<file path="src/rtl/vga_timing_gen.sv">
// vga_timing_gen: 640x480@60 VGA timing from the 50 MHz system clock.
// Divides clk down to the pixel tick, runs the h/v raster counters, publishes
// the current coordinate to the renderer and registers sync/blank/colour one
// tick later so everything reaches the DAC pins aligned.
// Optional build macro: TEST_PATTERN_EN replaces rgb_in with eight vertical
// colour bars (white, yellow, cyan, green, magenta, red, blue, black).
module vga_timing_gen #(
   parameter int H_ACTIVE = 640,
   parameter int H_FP     = 16,
   parameter int H_SYNC   = 96,
   parameter int H_BP     = 48,
   parameter int V_ACTIVE = 480,
   parameter int V_FP     = 10,
   parameter int V_SYNC   = 2,
   parameter int V_BP     = 33,
   parameter int CLK_DIV  = 2
) (
   input  logic        clk,
   input  logic        reset,
   input  logic [23:0] rgb_in,
   output logic [9:0]  pixel_x,
   output logic [9:0]  pixel_y,
   output logic        pixel_active,
   output logic        frame_start,
   output logic        vga_clk,
   output logic        vga_h_sync,
   output logic        vga_v_sync,
   output logic        vga_sync,
   output logic        vga_blank,
   output logic [7:0]  vga_red,
   output logic [7:0]  vga_green,
   output logic [7:0]  vga_blue
);

   localparam int H_TOTAL = H_ACTIVE + H_FP + H_SYNC + H_BP;
   localparam int V_TOTAL = V_ACTIVE + V_FP + V_SYNC + V_BP;
   localparam int DIV_W   = $clog2(CLK_DIV);

   // Sized copies of the timing points so every compare is width-matched.
   localparam logic [DIV_W-1:0] DIV_LAST = DIV_W'(CLK_DIV - 1);
   localparam logic [DIV_W-1:0] DIV_HALF = DIV_W'(CLK_DIV / 2);
   localparam logic [9:0] H_LAST   = 10'(H_TOTAL - 1);
   localparam logic [9:0] V_LAST   = 10'(V_TOTAL - 1);
   localparam logic [9:0] H_ACT    = 10'(H_ACTIVE);
   localparam logic [9:0] V_ACT    = 10'(V_ACTIVE);
   localparam logic [9:0] HS_BEGIN = 10'(H_ACTIVE + H_FP);
   localparam logic [9:0] HS_END   = 10'(H_ACTIVE + H_FP + H_SYNC);
   localparam logic [9:0] VS_BEGIN = 10'(V_ACTIVE + V_FP);
   localparam logic [9:0] VS_END   = 10'(V_ACTIVE + V_FP + V_SYNC);

   logic [DIV_W-1:0] div;
   logic [DIV_W-1:0] div_nxt;
   logic             tick;
   logic [9:0]       h;
   logic [9:0]       v;
   logic [23:0]      pix_rgb;
   logic             h_in_sync;
   logic             v_in_sync;

   assign tick = (div == DIV_LAST);

   // Next divider value; wraps on the tick so each coordinate lasts CLK_DIV clks.
   always_comb begin
      div_nxt = div + 1'b1;
      if (tick) div_nxt = '0;
   end

   // Divider and pixel clock; vga_clk tracks div so it falls on every tick edge.
   always_ff @(posedge clk or negedge reset) begin
      if (!reset) begin
         div     <= '0;
         vga_clk <= 1'b0;
      end else begin
         div     <= div_nxt;
         vga_clk <= (div_nxt >= DIV_HALF);
      end
   end

   // Raster counters; the last pixel of the last line wraps both in one tick.
   always_ff @(posedge clk or negedge reset) begin
      if (!reset) begin
         h <= '0;
         v <= '0;
      end else if (tick) begin
         if (h == H_LAST) begin
            h <= '0;
            if (v == V_LAST) v <= '0;
            else             v <= v + 10'd1;
         end else begin
            h <= h + 10'd1;
         end
      end
   end

   assign pixel_x      = h;
   assign pixel_y      = v;
   assign pixel_active = (h < H_ACT) && (v < V_ACT);
   assign vga_sync     = 1'b0;

   // Gated with the reset pin so nothing pulses while the counters are held at 0.
   assign frame_start  = reset && (h == '0) && (v == '0) && (div == '0);

   assign h_in_sync = (h >= HS_BEGIN) && (h < HS_END);
   assign v_in_sync = (v >= VS_BEGIN) && (v < VS_END);

`ifdef TEST_PATTERN_EN
   localparam logic [9:0] BAR_W = 10'(H_ACTIVE / 8);
   logic [9:0] bar_idx;

   assign bar_idx = h / BAR_W;

   // Colour-bar source; anything past the eighth bar is blanked anyway.
   always_comb begin
      pix_rgb = 24'h000000;
      case (bar_idx)
         10'd0:   pix_rgb = 24'hFFFFFF;
         10'd1:   pix_rgb = 24'hFFFF00;
         10'd2:   pix_rgb = 24'h00FFFF;
         10'd3:   pix_rgb = 24'h00FF00;
         10'd4:   pix_rgb = 24'hFF00FF;
         10'd5:   pix_rgb = 24'hFF0000;
         10'd6:   pix_rgb = 24'h0000FF;
         default: pix_rgb = 24'h000000;
      endcase
   end
`else
   assign pix_rgb = rgb_in;
`endif

   // Pin stage: one tick behind the counters, colour forced black in blanking.
   always_ff @(posedge clk or negedge reset) begin
      if (!reset) begin
         vga_h_sync <= 1'b1;
         vga_v_sync <= 1'b1;
         vga_blank  <= 1'b0;
         vga_red    <= '0;
         vga_green  <= '0;
         vga_blue   <= '0;
      end else if (tick) begin
         vga_h_sync <= !h_in_sync;
         vga_v_sync <= !v_in_sync;
         vga_blank  <= pixel_active;
         if (pixel_active) begin
            vga_red   <= pix_rgb[23:16];
            vga_green <= pix_rgb[15:8];
            vga_blue  <= pix_rgb[7:0];
         end else begin
            vga_red   <= '0;
            vga_green <= '0;
            vga_blue  <= '0;
         end
      end
   end

endmodule

</file>
<file path="config.mk">
export PLATFORM = sky130hd
export DESIGN_NAME = vga_timing_gen
export DESIGN_NICKNAME = d
export VERILOG_FILES = /design/src/rtl/vga_timing_gen.sv
export SDC_FILE = /design/constraint.sdc
export NUM_CORES = 1
export LEC_CHECK = 0
export BUFFER_PORTS_ARGS = -buffer_cell sky130_fd_sc_hd__buf_2
export CORE_ASPECT_RATIO = 1.2
export CORE_UTILIZATION = 40
export DETAILED_ROUTE_END_ITERATION = 8
export GPL_TIMING_DRIVEN = 1
export HOLD_SLACK_MARGIN = 0.08
export PLACE_DENSITY = 0.76
export SLEW_MARGIN = 40
export SYNTH_ARGS = -nofsm -noshare
export SYNTH_HDL_FRONTEND = slang
export SYNTH_SLANG_ARGS = --single-unit
</file>
<file path="constraint.sdc">
create_clock -name clk -period 1.4 [get_ports clk]
set_input_delay 0 -clock clk [delete_from_list [all_inputs] [get_ports clk]]
set_output_delay 0 -clock clk [all_outputs]
set_load 0.02 [all_outputs]
</file>
==> metrics.txt <==
run status=finished, violations left; failing checks=negative setup slack; synth unique cells=41; Final nets=382; worst-skew pair later-pin latency=0.29 ns; Final TNS setup=-3.677 ns; area taken by multi-input logic gates=1177 sq um; number of iterations in the first detailed-routing pass=4; Worst path slowest cell=dfrtp_2; initial antenna violation count=0; final WL=6636 um; first-pass GRT wire length=10620 um; ys flop type=dfrtp_1; Max Cap Violations=0; Fill cells=410; worst ir drop on vdd=542.8 uV; Die W=70.42 um; Synth Instances=205; fin. max-slew vios=0; min Tclk post-route=1.666 ns; post-route ant nets=0; n_diodes=0; total congestion overflow=0; Power Internal=1.937 mW; final core occ=0.6880; Bufs and invs on worst path=3; RSZ-0062 raised after global routing=true; period utilization=1.190; post-synthesis sequential area ratio=0.5356; Setup CP Type=register to output port; worst-margin pin slew=0.6198 ns; htree depth=2; vias per cell=5.130; total number of vias=2129; clock buffer count from CTS=5; Worst Hold Class=primary input to asynchronous set/reset pin; pwr/cell area=688.3 nW/um^2; Psw=0.5895 mW; Placer Congestion=0.8489; DRC=0; final setup vio count=24; Comb pwr share=0.096; most frequent cells in the layout=74 x buf_2, 41 x buf_4, 31 x dfrtp_1, 29 x nand2_1, 25 x dlygate4sd3_1; clock root buffer master=clkbuf_8; gr usage total=0.2265; Die Y=84.11 um; Area Growth Syn to Fin=63.31%; CTS sink count=48; CTS Buffer Depth=2; Synth area leader=dfrtp_1; Post-Syn Area per Cell=10.96 sq um; Post-Syn Area=2247 sq um; I/O pin total=77; delay-heaviest family, CP=simple AND/OR/NAND/NOR gates; share of cells above drive strength 1=0.5354; Starting Density=0.4213; ys async rst share=1.000; Final WS setup=-0.2656 ns; IO Port Bufs=75; Routed WL per cell=15.99 um; core region area=5334 sq um; Clk network pwr share=0.332; slowest stage delay, CP=0.42 ns; number of synthesized flops with an enable pin=0; CP endpoint kind=output port; CP arrival=1.67 ns; Die ar.=5923 sq um; register area=1222 sq um; commonest non-fill, non-tap cell in the layout=buf_2; clock transition at the registers of the reported paths=0.08 ns; Critical Path RT=1.40 ns; fmax=600.4 MHz; Reg power frac=0.571; Max Clock Skew=0.006013 ns; Synth area leaders=dfrtp_1 51%, o2bb2ai_1 9.4%, nand2_1 5.0%; Yosys top cell area share=0.5122; Lkg Pwr=1.803 nW; Cell Chain, Critical Path=inv_2 > ha_4 > nor2b_4 > buf_6 > nand4_1 > nor3_4 > buf_6; initial DRC count=64; Yosys reg bits=48; relative slew slack=0.5868; YS warnings=0; TritonCTS clock tree=yes; # rows=29; CP max FO=2; worst r2r path cells=7; most frequent cell on the critical path=buf_6; Worst path depth=7; dpl hpwl=4025 um; largest net degree at the start of global routing=49; CP Launch Type=register; vias in the first global route=2164; Sw Share=0.2334; Post-Syn Nets=235; final hold vios=0
repair_timing:
item,in CTS,in global routing
hold endpoints to repair,70,0
resized for setup,11,28
cloned,1,0
setup buffers,8,4
pin swaps,8,10
hold buffers,25,0
setup endpoints to repair,15,35
cell families after synthesis:
| group | count (synthesis) | synth area share |
|---|---|---|
| compound gates | 39 | 0.1347 |
| xor+xnor | 10 | 0.03898 |
| fa+ha+maj | 4 | 0.02227 |
| buf+inv | 16 | 0.03173 |
| flops | 48 | 0.5356 |
| mux | 4 | 0.01949 |
| other cells | 1 | 0.001669 |
| simple gates | 83 | 0.2155 |
registers in the layout (all words and copies together), names as in the netlist:
| register | count |
|---|---|
| vga_red | 8 |
| div | 1 |
| pixel_x | 10 |
| vga_blank | 1 |
| vga_v_sync | 1 |
| pixel_y | 10 |
| vga_blue | 8 |
| vga_h_sync | 1 |
| vga_green | 8 |
cell usage after synthesis (2+ instances only):
master,instances
dfrtp_1,46
nor3_1,2
nor2_1,9
nor4b_1,2
nand4_2,2
or3_1,2
nand2_1,30
buf_2,3
nand4_1,4
xor2_1,2
clkbuf_1,5
inv_1,6
buf_4,2
a22o_1,3
o21ai_1,2
and3_1,7
nor4_1,2
a21oi_1,3
ha_1,4
nor2b_1,3
mux2_2,3
o2bb2ai_1,24
o21ai_0,5
dfstp_2,2
xnor2_1,8
nand3_1,9
power groups by stage:
stage          combinational, mW  clock, mW  sequential [mW]
3_3_place_gp               0.180          0             1.47
3_5_place_dp               0.186          0             1.47
5_1_grt                    0.263      0.927             1.45
4_1_cts                    0.238      0.878             1.44
6_report                   0.243      0.840             1.44
2_1_floorplan             0.0343          0             1.51
cell type report:
type / instances / area share
Sequential cell: 48 / 0.3331
Tap cell: 62 / 0.02114
Timing Repair Buffer: 150 / 0.2942
Multi-Input combinational cell: 141 / 0.3208
Clock buffer: 8 / 0.02455
Inverter: 6 / 0.006137
tightest hold or removal path, stage by stage:
cell and delay, ns:
buf_2 0.10, dlygate4sd3_1 0.55, buf_4 0.51
final timing paths:
kind,from,endpoint,slack [ns]
max in group asynchronous,reset,div,0.56
min reg2reg,vga_green[6],vga_green[6],0.49
min in group clk,rgb_in[9],vga_green[1],0.48
max reg2reg,pixel_y[6],vga_blue[1],-0.19
min,reset,pixel_x[7],0.38
max,pixel_y[1],frame_start,-0.27
per-stage QoR:
stage               setup WS, ns  cells  instance area, sq um  total power, mW  hold WS, ns
floorplan                -0.1426    205                  2351            1.545      -0.2956
global placement        -0.04666    370                  3057            1.646       0.1744
detailed placement      -0.08213    370                  3057            1.652       0.1810
CTS                      -0.2760    412                  3533            2.556       0.3888
global route             -0.3316    415                  3670            2.638       0.4424
finish                   -0.2656    415                  3670            2.526       0.3818
layer usage:
layer / GRT usage / vias to the layer above / wire, um
li1: - / 1027 / -
met2: 0.4035 / 60 / 3528
met3: 0.03502 / 5 / 229
met4: 0.04909 / 0 / 50
met5: 0 / - / 0
met1: 0.2877 / 1037 / 2827
No activity file was read; power rests on OpenSTA's default activity.
